`src/rtl/muldiv_seq.sv`:
```
// muldiv_seq: iterative unsigned multiply / divide unit feeding the writeback
// mux input 3. One iteration per clock; WIDTH iterations per operation, except
// divide by zero, which completes straight from IDLE.
//
// Ports:
//   clk     - system clock, all state changes on the rising edge
//   rst_n   - asynchronous active-low reset
//   start   - level request from the decoder, held while the instruction is current
//   op      - 00 MUL low, 01 MUL high, 10 DIVU quotient, 11 REMU remainder
//   a, b    - operands (multiplicand/dividend, multiplier/divisor)
//   busy    - registered, high in RUN
//   done    - registered, one-cycle pulse in DONE; result valid this cycle
//   stall   - combinational, high from the first IDLE cycle with start through
//             the last RUN cycle
//   result  - registered result, held until the next DONE
//
// Handshake: start is a level request. It is sampled only in IDLE; the
// operands and op are captured on that edge. done answers it exactly once.
// Any start seen in RUN or DONE belongs to the instruction already accepted.
// The first IDLE cycle after DONE accepts a new start.
module muldiv_seq #(
  parameter int WIDTH = 16,
  parameter int CNT_W = 5
) (
  input  logic             clk,
  input  logic             rst_n,
  input  logic             start,
  input  logic [1:0]       op,
  input  logic [WIDTH-1:0] a,
  input  logic [WIDTH-1:0] b,
  output logic             busy,
  output logic             done,
  output logic             stall,
  output logic [WIDTH-1:0] result
);

  typedef enum logic [1:0] {
    IDLE = 2'b00,
    RUN  = 2'b01,
    DONE = 2'b10
  } state_t;

  state_t               state, state_next;
  logic [2*WIDTH-1:0]   acc, acc_next;    // product, or {remainder, quotient}
  logic [2*WIDTH-1:0]   opnd, opnd_next;  // shifted multiplicand / dividend
  logic [WIDTH-1:0]     b_q, b_next;      // multiplier (shifted) / divisor
  logic [1:0]           op_q, op_next;
  logic [CNT_W-1:0]     cnt, cnt_next;
  logic [WIDTH-1:0]     result_next;

  // One iteration of the datapath, evaluated from the current registers.
  logic [WIDTH:0]       rem_sh;
  logic [WIDTH:0]       rem_diff;
  logic                 q_bit;
  logic [2*WIDTH-1:0]   acc_step;

  always_comb begin
    // Restoring division: bring the next dividend bit (MSB first) into the
    // partial remainder, then subtract the divisor if it fits.
    rem_sh   = {acc[2*WIDTH-1:WIDTH], opnd[WIDTH-1]};
    rem_diff = rem_sh - {1'b0, b_q};
    q_bit    = (rem_sh >= {1'b0, b_q});
    if (op_q[1]) begin
      acc_step = {(q_bit ? rem_diff[WIDTH-1:0] : rem_sh[WIDTH-1:0]),
                  acc[WIDTH-2:0], q_bit};
    end else begin
      // Shift-add multiply, LSB of the multiplier first.
      acc_step = acc + (b_q[0] ? opnd : {(2*WIDTH){1'b0}});
    end
  end

  always_comb begin
    state_next  = state;
    acc_next    = acc;
    opnd_next   = opnd;
    b_next      = b_q;
    op_next     = op_q;
    cnt_next    = cnt;
    result_next = result;
    stall       = 1'b0;
    case (state)
      IDLE: begin
        if (start) begin
          stall     = 1'b1;
          acc_next  = '0;
          cnt_next  = '0;
          opnd_next = {{WIDTH{1'b0}}, a};
          b_next    = b;
          op_next   = op;
          if (op[1] && (b == '0)) begin
            // Divide by zero: quotient all ones, remainder is the dividend.
            state_next  = DONE;
            result_next = op[0] ? a : {WIDTH{1'b1}};
          end else begin
            state_next = RUN;
          end
        end
      end
      RUN: begin
        stall     = 1'b1;
        acc_next  = acc_step;
        opnd_next = opnd << 1;
        if (!op_q[1]) begin
          b_next = b_q >> 1;
        end
        cnt_next = cnt + CNT_W'(1);
        if (cnt == CNT_W'(WIDTH - 1)) begin
          state_next = DONE;
          // Both product and {remainder, quotient} keep the op[0]=1 answer in
          // the upper half, so op[0] alone picks the half.
          result_next = op_q[0] ? acc_step[2*WIDTH-1:WIDTH] : acc_step[WIDTH-1:0];
        end
      end
      DONE: begin
        state_next = IDLE;
      end
      default: begin
        state_next = IDLE;
      end
    endcase
  end

  always_ff @(posedge clk or negedge rst_n) begin
    if (!rst_n) begin
      state  <= IDLE;
      acc    <= '0;
      opnd   <= '0;
      b_q    <= '0;
      op_q   <= '0;
      cnt    <= '0;
      result <= '0;
    end else begin
      state  <= state_next;
      acc    <= acc_next;
      opnd   <= opnd_next;
      b_q    <= b_next;
      op_q   <= op_next;
      cnt    <= cnt_next;
      result <= result_next;
    end
  end

  assign busy = (state == RUN);
  assign done = (state == DONE);

endmodule

```
`config.mk`:
```
export PLATFORM = sky130hd
export DESIGN_NAME = muldiv_seq
export DESIGN_NICKNAME = d
export VERILOG_FILES = /design/src/rtl/muldiv_seq.sv
export SDC_FILE = /design/constraint.sdc
export NUM_CORES = 1
export LEC_CHECK = 0
export CAP_MARGIN = 20
export CORE_MARGIN = 2
export CORE_UTILIZATION = 35
export CTS_CLUSTER_DIAMETER = 60
export CTS_CLUSTER_SIZE = 28
export DETAILED_ROUTE_END_ITERATION = 7
export PLACE_DENSITY = 0.5
export SYNTH_ARGS = -nofsm -noshare
export SYNTH_HDL_FRONTEND = slang
export SYNTH_SLANG_ARGS = --single-unit
export TNS_END_PERCENT = 100
```
`constraint.sdc`:
```
create_clock -name clk -period 4.8 [get_ports clk]
set_input_delay 0.48 -clock clk [delete_from_list [all_inputs] [get_ports clk]]
set_output_delay 0.48 -clock clk [all_outputs]
set_load 0.01 [all_outputs]
```
### After elaboration in Yosys (flattened, before gate mapping)

Index checks and enable logic that the tools add are counted.

* output and inout port bits: 19
* register bits: 105
* input bits: 37

* reduce and logical (&&, ||, !) cells: 9
* add/sub/neg operators: 3
* equal/unequal tests: 7
* $lt $le $gt $ge: 1
* muxes and demuxes: 24

Operators with widths (number)
* $mux 16: 8
* $mux 32: 4
* $pmux 32 s2: 2
* $pmux 16 s2: 2
* $add 32x32->32: 1
* $ge 17x16->1: 1
* $logic_not 16->1: 1
* $sub 16x16->16: 1
* $pmux 5 s2: 1
* $mux 2: 3
* $ne 2x2->1 const B: 3
* $reduce_and 2->1: 3
* $add 5x1->5 const B: 1
* $eq 5x4->1 const B: 1
* $mux 5: 1
* $pmux 2 s2: 1
* $reduce_and 4->1: 1
* $reduce_and 3->1: 1
* $eq 2x1->1 const B: 1
* $eq 2x2->1 const B: 1
* $logic_not 2->1: 1
* $ne 2x1->1 const B: 1
* $pmux 1 s2: 1
* $reduce_bool 2->1: 1
* other kinds (2): 2

### Longest topological paths before layout

* word-level depth: 6
* gate-level depth with buffers: 12
* gate-level depth less buffers: 12

### Worst setup path before layout

Ideal clock, no wire load.

* path kind: register to register
* from: register b_q[0]
* to: register result[14]
* setup time: 134 ps
* stages on the path, launching flop included: 13
* path buffers: 1
* data arrival time: 2758 ps
* slack: 1908 ps
* path through: dfrtp_1 clkbuf_1 and2_1 ha_1 fa_1 a21oi_1 o221ai_1 o221ai_1 nand4b_1 a31oi_1 xnor2_1 o311ai_0 o21ai_0

* word-level cells in the longest chain between the ends: 6
* elaborated cells between the ends (all ways): 9

Ends and longest elaborated chain
* start: declaration: RTL line 46 `logic [WIDTH-1:0] b_q, b_next;`
* start signal: assignment: RTL line 136 `b_q <= b_next;`
* $mux 32, or another cell as far along: RTL line 68 `acc_step = acc + (b_q[0] ? opnd : {(2*WIDTH){1'b0}});`
* $add 32x32->32 / $mux 16 (equally long branches): RTL line 68, 64
* $mux 32 *: RTL line 63 `if (op_q[1]) begin`
* $mux 16 *: RTL line 111 `result_next = op_q[0] ? acc_step[2*WIDTH-1:WIDTH] : acc_step[WIDTH-1:0];`
* $mux 16 *: RTL line 107 `if (cnt == CNT_W'(WIDTH - 1)) begin`
* $pmux 16 s2 *: RTL line 81 `case (state)`
* end signal: assignment: RTL line 139 `result <= result_next;`
* end: declaration: RTL line 34 `output logic [WIDTH-1:0] result`

Every way passes the cells marked *; elsewhere a longest branch is shown, timed or not. The select of a mux whose other input is x is not followed.
A chain may end at the register's enable or synchronous reset.

### Worst setup path after layout

* from: register b_q[0]
* to: register result[12]

Same word-level chain as after synthesis.

==> impl.org <==
** Critical path
- Grouping stages by cell kind, the critical path spends the most delay in compound AO/OA/AOI/OAI gates.
- R2r startpoint :: b_q[0]
- The endpoint identified for the worst register-to-register timing path is result[12].
- The worst register-to-register path has a setup slack of 920 ps.
- Buffers & Inverters on Critical Path :: 0
- The critical path is of the flop to flop type.
- Critical path startpoint category :: flop
- STA puts the critical path data required time at roughly 5100 ps.
- The slowest stage of the critical path is the dfrtp_1 cell.
- The number of cells on the worst reg-to-reg path is 11.
- The worst setup path is captured at a flop.
- Data arrival at the endpoint of the critical path :: 4170 ps
- The critical path goes through and2_1 -> ha_1 -> fa_1 -> a21oi_1 -> o22ai_1 -> o221ai_2 -> o41ai_2 -> a311oi_1 -> xnor2_1 -> a211oi_1 -> o31ai_1.
- Critical path's largest stage delay :: 1030 ps
- Worst Path Max Fanout :: 34

** Outcome
- The flow ran to the end, and the final reports show no timing, DRC or antenna violations.

** Global route
- Across every metal layer, demand over resource in global routing totals 22.9%.
- Vias in the first global route :: around 7,100
- The initial antenna violation count is 0.
- Summed over all layers, the global routing overflow is 0.
- First-pass GRT wire length :: approximately 43,000 um
- Largest net degree at the start of global routing :: 60

** Yosys
- Warnings, synthesis :: 0
- Register area share after synthesis :: 32.7%
- Top_reg_cell synth :: dfrtp_1
- In this run the cell area of the synthesized design comes to 8040 sq um.
- Yosys attributes the largest share of cell area to dfrtp_1 33%, ha_1 7.8%, o21ai_0 6.8%.
- Area share of the largest cell type after synthesis :: about a third
- Area share of xor/xnor cells in the synthesized design :: 4.14%
- Post-synthesis mux area share :: 4.99%
- Library cell occupying the most area in the post-synthesis netlist :: dfrtp_1
- Of the total synthesized cell area, the portion taken by AND, OR, NAND and NOR gates is 20.4%.
- Arithmetic-cell share of the synthesized area counting full adders, half adders and majority gates :: 8.28%
- Number of flip-flops and latches in the synthesized netlist :: about 110
- Dominant combinational cell family by area after synthesis :: compound AO/OA/AOI/OAI gates
- The synthesized design contains 0 enable-type register cells.
- Counting distinct cell types in the post-synthesis netlist gives 72.
- Synthesis handed over a netlist of 994 instances.
- Dividing the synthesized area by the synthesized cell count gives 8.09 sq um.
- Synth async-reset ratio :: 100%
- Fraction of the mapped netlist area in compound gates :: 24.8%
- Synthesis produced a netlist with a net count of between 1,000 and 1,500.

** Power
- Static Leakage :: 3.87 nW
- Across the VDD grid, the largest voltage drop is between 400 and 500 uV.
- In this run the power density over the cells is 846 nW/um^2.
- Summing internal, switching and leakage power gives 7.71 mW.

** Flow run
- The tool flagged a number of max-cap violations equal to 0.

** Drt
- The first routing iteration left 694 violations.
- DRC errors left :: 0
- After detailed routing, the average wire length per cell comes to 20.9 um.
- The detail route stage leaves a number of antenna-violating nets equal to 0.
- Final wirelength :: 27,200 um
- Before antenna repair, the detailed router went through 5 iterations.
- Number of vias in the routed layout :: 7,481
- Detail-routed via count per cell :: 5.74

** CTS
- Clock latency on the worst-skew pair, taken at its later pin, is 380 ps.
- In this run the number of H-tree levels came out at 3.
- Count of cells resized by post-cts repair :: 0
- Clock buffer count from CTS :: 9
- Setup fix buffers added after clock tree synthesis :: 0
- Hold repair after CTS inserted 0 buffers.
- Clock net sink count :: 105
- Clock-pin slew was measured on the worst setup and hold paths at 90 ps.
- Clock tree synthesis selected as its root buffer the cell clkbuf_16.
- CTS tree :: built
- In this run the deepest clock path goes through 2 buffers.

** Floorplanning
- Core Region :: between 20,000 and 25,000 sq um
- Row count :: 55
- Floorplan die area :: 24,200 sq um
- Ports :: 56
- Effective utilization at floorplan :: 35.6%
- The die is 156 um wide.
- The die is 156 um tall.

** Timing
- Timing would allow up to 0.258 GHz.
- Worst Setup Slack, final :: around 920 ps
- Max-slew violation count :: 0
- The clock period could shrink to 3880 ps.
- The count of endpoints failing hold in the final timing report was 0.
- For the final database, setup skew stands at roughly 17 ps.
- For the pin with the worst max-slew slack, the measured transition is 1090 ps.
- Final setup fails :: 0
- Total negative slack :: 0 ps
- Dividing the final minimum period by the clock period gives 80.9%.
- Setup repair after global routing left no endpoint under its margin.
- Measured against its own limit, the worst slew margin works out to a little over a quarter.

** Placed design
- Once placement finished, the instance area stood at 8800 sq um.
- Prior to clock tree synthesis, the placed netlist has a worst setup slack of 934 ps.
- At the end of routability-driven placement, the weighted congestion stood at 0.915.
- Once placement completed, the tool counted placed cells totaling 1,287.
- IO buf count :: 55
- HPWL reported at the end of detailed placement :: 20,500 um

** Finish
- Area growth, synth to finish :: 13.3%
- Post-layout nets :: 1,102
- Layout cell share with drive strength beyond 1 :: 5.60%
- Post-Layout Cell Count :: 1,303
- The finished cells cover ~9100 sq um.
- Count of inserted antenna diode cells :: 0

** Worst hold path
- The path class of the tightest hold or removal check is primary input to asynchronous set/reset pin.
-- worst register-to-register path, delay by kind of cell, from the launching register on --
family	cells	cell delay (ps)
compound gates	7	1750
xor+xnor	1	360
fa+ha+maj	2	430
flops	1	1030
simple gates	1	250
-- state kept, by name, indices dropped and copies added (netlist names) --
register	count
acc	32
opnd	32
b_q	16
result	16
cnt	5
op_q	2
state	2
-- where the power goes --
group / total (mW) / switching (mW) / leakage [nW] / internal (mW)
registers: 1.83 / 0.505 / 1.27 / 1.32
logic: 5.08 / 3.05 / 2.45 / 2.02
clock network: 0.804 / 0.417 / 0.153 / 0.387
-- cells in the mapped netlist, types with 13 or more instances --
master    instances
a21o_1           16
a21oi_1          64
a31oi_1          23
and2_1           35
clkbuf_1         41
dfrtp_1         105
ha_1             50
inv_1            37
mux2i_1          30
nand2_1         142
nand3_1          35
nor2_1           68
o211ai_1         14
o21ai_0         110
xnor2_1          25
xor2_1           13
-- logic make-up after synthesis --
group | after synthesis
adder cells (fa/ha/maj) | 52
AND/OR/NAND/NOR | 348
AO/OA/AOI/OAI | 316
multiplexers | 39
buffers and inverters | 96
flip-flops | 105
XOR/XNOR | 38
-- area by class of cell --
| cell class | instances | area (sq um) |
|---|---|---|
| clock inverters | 6 | 72.6 |
| repair buffers | 66 | 631 |
| clock buffers | 10 | 239 |
| flip-flops and latches | 105 | 2630 |
| inverters | 38 | 143 |
| well taps | 285 | 357 |
| fillers | 2312 | 13500 |
| multi-input cells | 793 | 5040 |
-- how the worst max path moves through the flow --
| stage | end | cells after the start | start | slack [ps] |
|---|---|---|---|---|
| after floorplan | result[14] | 12 | b_q[0] | 1910 |
| after global placement | result[14] | 11 | b_q[0] | 1000 |
| after detailed placement | result[14] | 11 | b_q[0] | 930 |
| after CTS | result[14] | 11 | b_q[0] | 950 |
| after global routing | result[15] | 10 | b_q[0] | 570 |
| final | result[12] | 11 | b_q[0] | 920 |
-- metal layers --
metal	part of all wire, %	routed length, um	vias to the layer above	GRT usage (%)
li1	-	-	3620	-
met1	50	13500	3642	34.6
met2	44	12000	189	34.2
met3	4.1	1110	30	3.03
met4	2.1	583	0	6.51
met5	0	0	-	0
-- metrics by stage --
stage	utilization [%]	hold slack (ps)
floorplan	-	184
CTS	40.4	45.5
global route	40.4	78.0
global placement	39.0	458
detailed placement	39.0	459
finish	40.4	32.3
-- placed cells by master, fill, tap and decap left out, drive strengths merged, types with 9 or more instances in the layout --
master | netlist | layout
mux2i | 30 | 30
clkbuf | 41 | 10
xor2 | 13 | 13
a21oi | 67 | 67
a211oi | 10 | 10
a21o | 16 | 16
nand3 | 35 | 35
a31oi | 23 | 23
inv | 38 | 41
xnor2 | 25 | 25
ha | 50 | 50
mux2 | 9 | 9
o221ai | 10 | 10
o211ai | 14 | 14
and2 | 35 | 35
nand2 | 142 | 142
dfrtp | 105 | 105
clkdlybuf4s50 | 0 | 54
o21ai | 116 | 116
buf | 17 | 12
nor2 | 68 | 68
and3 | 12 | 12
Note: power is estimated with default switching activity, not from simulation.
